## config.mk

```make
export PLATFORM = sky130hd
export DESIGN_NAME = rtc_count_core
export DESIGN_NICKNAME = d
export VERILOG_FILES = /design/src/rtl/rtc_pkg.sv /design/src/rtl/rtc_prescaler.sv /design/src/rtl/rtc_count_core.sv
export SDC_FILE = /design/constraint.sdc
export NUM_CORES = 1
export LEC_CHECK = 0
export CAP_MARGIN = 20
export CELL_PAD_IN_SITES_DETAIL_PLACEMENT = 2
export CELL_PAD_IN_SITES_GLOBAL_PLACEMENT = 2
export CORE_UTILIZATION = 36
export DETAILED_ROUTE_END_ITERATION = 10
export DONT_BUFFER_PORTS = 1
export GPL_TIMING_DRIVEN = 0
export MAX_ROUTING_LAYER = met4
export PLACE_DENSITY_LB_ADDON = 0.1
export SYNTH_ARGS = -nofsm -noshare
export SYNTH_HDL_FRONTEND = slang
export SYNTH_SLANG_ARGS = --single-unit
export TNS_END_PERCENT = 5
```

## constraint.sdc

```tcl
create_clock -name i_sclk -period 2.2 [get_ports i_sclk]
set_input_delay 0.55 -clock i_sclk [delete_from_list [all_inputs] [get_ports i_sclk]]
set_output_delay 0.55 -clock i_sclk [all_outputs]
set_load 0.1 [all_outputs]
```

## src/rtl/rtc_pkg.sv

```systemverilog
// Shared constants and mode encoding for the stopwatch counting path.
package rtc_pkg;

    localparam int unsigned COUNT_W          = 24;
    localparam int unsigned TICK_DIV_DEFAULT = 1000000;
    localparam logic [23:0] COUNT_MAX        = 24'hFFFFFF;

    typedef enum logic [1:0] {
        CLEAR = 2'b00,
        RUN   = 2'b01,
        STOP  = 2'b10
    } mode_t;

endpackage

```

## src/rtl/rtc_prescaler.sv

```systemverilog
// 10-ms timebase prescaler. The tick output is a strobe meaning
// "the interval completes on this edge", so the counter can advance
// on the same edge the prescaler wraps.
module rtc_prescaler #(
    parameter int unsigned TICK_DIV = 1000000
) (
    input  logic clk,
    input  logic reset_n,
    input  logic clear,
    input  logic enable,
    output logic tick
);

    localparam int unsigned PW = $clog2(TICK_DIV);
    localparam logic [PW-1:0] P_LAST = PW'(TICK_DIV - 1);

    logic [PW-1:0] p;

    assign tick = enable && !clear && (p == P_LAST);

    // Count enabled edges; hold the partial interval while disabled.
    always_ff @(posedge clk or negedge reset_n) begin
        if (!reset_n) begin
            p <= '0;
        end else if (clear) begin
            p <= '0;
        end else if (enable) begin
            if (p == P_LAST) begin
                p <= '0;
            end else begin
                p <= p + PW'(1);
            end
        end
    end

endmodule

```

## src/rtl/rtc_count_core.sv

```systemverilog
// Stopwatch counting core: 10-ms timebase, elapsed-time counter,
// display latch, sticky overflow and mode register.
// Build option: RTC_COUNT_SATURATE_EN makes the counter saturate at its
// maximum instead of wrapping to zero.
module rtc_count_core
    import rtc_pkg::*;
#(
    parameter int unsigned TICK_DIV = rtc_pkg::TICK_DIV_DEFAULT,
    parameter int unsigned COUNT_W  = rtc_pkg::COUNT_W
) (
    input  logic               i_sclk,
    input  logic               i_reset_n,
    input  logic               i_count_init,
    input  logic               i_count_enb,
    input  logic               i_latch_count,
    output logic [COUNT_W-1:0] o_count,
    output logic               o_count_valid,
    output logic               o_tick,
    output logic               o_overflow
);

    mode_t              mode;
    logic [COUNT_W-1:0] cnt;
    logic               presc_tick;

    rtc_prescaler #(
        .TICK_DIV (TICK_DIV)
    ) u_presc (
        .clk     (i_sclk),
        .reset_n (i_reset_n),
        .clear   (i_count_init),
        .enable  (i_count_enb),
        .tick    (presc_tick)
    );

    // Mode register: init over enable over stop; illegal code recovers to CLEAR.
    always_ff @(posedge i_sclk or negedge i_reset_n) begin
        if (!i_reset_n) begin
            mode <= CLEAR;
        end else begin
            case (mode)
                CLEAR, RUN, STOP: begin
                    if (i_count_init) begin
                        mode <= CLEAR;
                    end else if (i_count_enb) begin
                        mode <= RUN;
                    end else begin
                        mode <= STOP;
                    end
                end
                default: mode <= CLEAR;
            endcase
        end
    end

    // Elapsed-time counter, tick pulse and sticky overflow.
    always_ff @(posedge i_sclk or negedge i_reset_n) begin
        if (!i_reset_n) begin
            cnt        <= '0;
            o_tick     <= 1'b0;
            o_overflow <= 1'b0;
        end else if (i_count_init) begin
            cnt        <= '0;
            o_tick     <= 1'b0;
            o_overflow <= 1'b0;
        end else begin
            o_tick <= presc_tick;
            if (presc_tick) begin
                if (cnt == '1) begin
                    o_overflow <= 1'b1;
`ifdef RTC_COUNT_SATURATE_EN
                    cnt <= cnt;
`else
                    cnt <= '0;
`endif
                end else begin
                    cnt <= cnt + COUNT_W'(1);
                end
            end
        end
    end

    // Display latch: follow the counter while latch is high, freeze otherwise.
    always_ff @(posedge i_sclk or negedge i_reset_n) begin
        if (!i_reset_n) begin
            o_count       <= '0;
            o_count_valid <= 1'b0;
        end else if (i_count_init) begin
            o_count       <= '0;
            o_count_valid <= 1'b0;
        end else if (i_latch_count) begin
            o_count       <= cnt;
            o_count_valid <= (cnt != o_count);
        end else begin
            o_count_valid <= 1'b0;
        end
    end

endmodule

```

==> impl_metrics.tcl <==
set metrics [dict create \
    run_status "finished clean" \
    grt_setup_unrepaired "true" \
    cts_buffer_depth 2 \
    synth.area.top_cells "dfrtp_1, mux2i_1, xnor2_1" \
    timing.max_cap.violations 0 \
    vdd_ir_drop_max_mv 0.3389 \
    drive_above_1_share 0.1826 \
    antenna_found_initial 0 \
    critical_path.cell_chain "nand4_1 -> or4_4 -> buf_6 -> nor2_1 -> or4b_4 -> a21oi_2" \
    yosys_warnings 0 \
    cts.clk_slew.worst_paths_ns 0.08 \
    drt-initial-drc-count 80 \
    slew_viol_final 0 \
    fp-row-count 37 \
    n_fill_cell 1100 \
    globalRoute.totalOverflow 0 \
    timing.slew.headroom 0.3381 \
    cts.sinks 71 \
    cp_max_fo 10 \
    seq_area_frac_synth 0.4627 \
    cts_root_buf "clkbuf_8" \
    area_growth_syn_to_fin_pct 20.17 \
    nets 440 \
    cp.buffers_inverters 1 \
    critical-path-top-delay-family "simple AND/OR/NAND/NOR gates" \
    post-route-util 0.4470 \
    worst_path_max_delay_cell "or4_4" \
    pin_count_of_the_biggest_net_entering_global_routing 72 \
    gp_congestion 0.7760 \
    fp.dieH_um 105.3 \
    via_per_inst 5.720 \
    first_global_vias 3608 \
    floorplan.core_area_sq_um 10320 \
    synth_fp_nets 417 \
    first_pass_iters 4 \
    tightestPinTransition_ns 0.9928 \
    finalHoldViolCount 0 \
    setup-violations-final 0 \
    timing.critical_path.from "cnt[13]" \
    drt-total-wl_um 12000 \
    synth.largest_area_cell "dfrtp_1" \
    insertion_delay_ns 0.35 \
    count_of_flip_flops_with_a_built_in_enable_after_synthesis 0 \
    synth.avg_cell_area_sq_um 9.366 \
    fmax_mhz 465.9 \
    post-route-drc-count 0 \
    final.setup_skew_ns 0.01598 \
    pwr_density_cell_nw_per_um2 580.9 \
    top_level_ports 32 \
    worst-endpoint-required_ns 2.48 \
    synth_flop_cell "dfrtp_1" \
    worst-endpoint-arrival_ns 2.43 \
    synth.top_cells.by_count "dfrtp_1, nor2_1, a21oi_1" \
    criticalPathCategory "flop to flop" \
    timing.rr.start "cnt[13]" \
    critical-path-max-stage-delay_ns 0.56 \
    hold-worst-slack_ns 0.08542 \
    yosys.cell_types.count 45 \
    antenna_cells 0 \
    synth_area_sq_um 3840 \
    setup.worst_path.start_class "flop" \
    post-route-period-util 0.9755 \
    avgRoutedWirePerCell_um 20.91 \
    buffer_ports.inserted 0 \
    post-route-min-period_ns 2.146 \
    pre_cts_slack_ns -0.5996 \
    worst_setup_path_end_kind "flop" \
    netlist.area_leader.share 0.4627 \
    vias 3283 \
    syn-instance-count 410 \
    numCtsBuffers 9 \
    hold_class "input port to asynchronous set/reset pin" \
    p_leak_nw 1.897 \
    register_bit_count_reported_by_yosys 71 \
    floorplan.die.width_um 105.3 \
    synth_most_common_cell "dfrtp_1" \
    cts_tree "done" \
    postSynth.asyncResetShare 1.000 \
    setup_slack_ns 0.05382 \
    floorplan.initialDensity 0.3720 \
    die_area_sq_um 11080 \
    dpl.hpwl_um 8231 \
    h-tree-depth 3 \
    grt_use_total 0.2356 \
    first_pass_grt_wire_length_um 19420 \
    antenna_left 0 \
]
==> metal layers <==
metal | wire length [um] | vias up | global-route usage
met5 | 0 | - | -
met4 | 259 | 0 | 0.09658
met3 | 421 | 17 | 0.04453
met2 | 6223 | 56 | 0.4060
met1 | 5098 | 1675 | 0.2689
li1 | - | 1535 | -
==> final timing paths <==
path	to	slack [ns]	depth (start not counted)
max reg2reg	cnt[17]	0.05	6
min reg2reg	u_presc.p[3]	0.53	1
max	cnt[17]	0.05	6
min in group i_sclk	u_presc.p[3]	0.53	1
max in group asynchronous	u_presc.p[3]	1.80	1
min	o_count[14]	0.09	1
==> registers in the layout, summed over array words and instances (netlist names) <==
signal,flops
cnt,24
o_count,24
u_presc.p,20
o_count_valid,1
o_overflow,1
o_tick,1
==> power by group <==
part	leakage, nW	switching [mW]	internal (mW)
Combinational	0.811	0.100	0.0469
Clock	0.114	0.505	0.701
Sequential	0.972	0.0138	1.31
Total	1.90	0.619	2.06
==> placed cells by master (no fill, tap or decap), types with 3 or more instances in the layout <==
cell type	instances
buf_6	5
dfrtp_1	60
a21o_1	3
or3_1	8
nand2b_1	3
and3_1	5
o21ai_0	16
nor4_1	9
inv_1	10
clkbuf_1	11
a21oi_1	33
clkbuf_8	13
buf_2	4
xor2_1	11
buf_4	13
and2_1	4
xnor2_1	21
dfrtp_2	11
o31ai_1	7
nor2_1	44
mux2i_1	24
a31oi_1	8
nand3_1	14
nand2_1	23
or4_1	7
nand4_1	17
nor3_1	6
a22o_1	3
==> final cells by class <==
| class | instances | area, sq um | area share |
|---|---|---|---|
| Buffer | 22 | 141.4 | 0.03064 |
| Clock buffer | 13 | 158.9 | 0.03444 |
| Clock inverter | 3 | 65.06 | 0.01410 |
| Inverter | 10 | 37.54 | 0.008134 |
| Multi-Input combinational cell | 305 | 2106 | 0.4563 |
| Sequential cell | 71 | 1790 | 0.3880 |
| Tap cell | 136 | 170.2 | 0.03688 |
| Timing Repair Buffer | 14 | 145.1 | 0.03145 |
==> metrics by stage <==
step	std cells	setup TNS [ns]	total power [mW]	area, sq um
2_1_floorplan	410	0	1.419	3840
3_3_place_gp	546	-9.982	1.452	4010
3_5_place_dp	546	-11.73	1.456	4010
4_1_cts	566	0	2.703	4453
5_1_grt	574	-0.2814	2.778	4614
6_report	574	0	2.680	4614
==> what timing repair did <==
action	CTS	global route
buffers inserted	4	9
endpoints found under the hold margin	71	0
pin swaps	2	7
gates cloned	0	0
hold buffers	1	0
endpoints found under the setup margin	35	18
resized for setup	41	25
==> cells by family after synthesis <==
kind of cell | Yosys count | synth area share
mux | 24 | 0.06256
flops | 71 | 0.4627
buf+inv | 34 | 0.03682
simple gates | 164 | 0.2284
xor+xnor | 32 | 0.07299
compound gates | 83 | 0.1300
fa+ha+maj | 2 | 0.006516
Power figures use the tool's default switching activity.
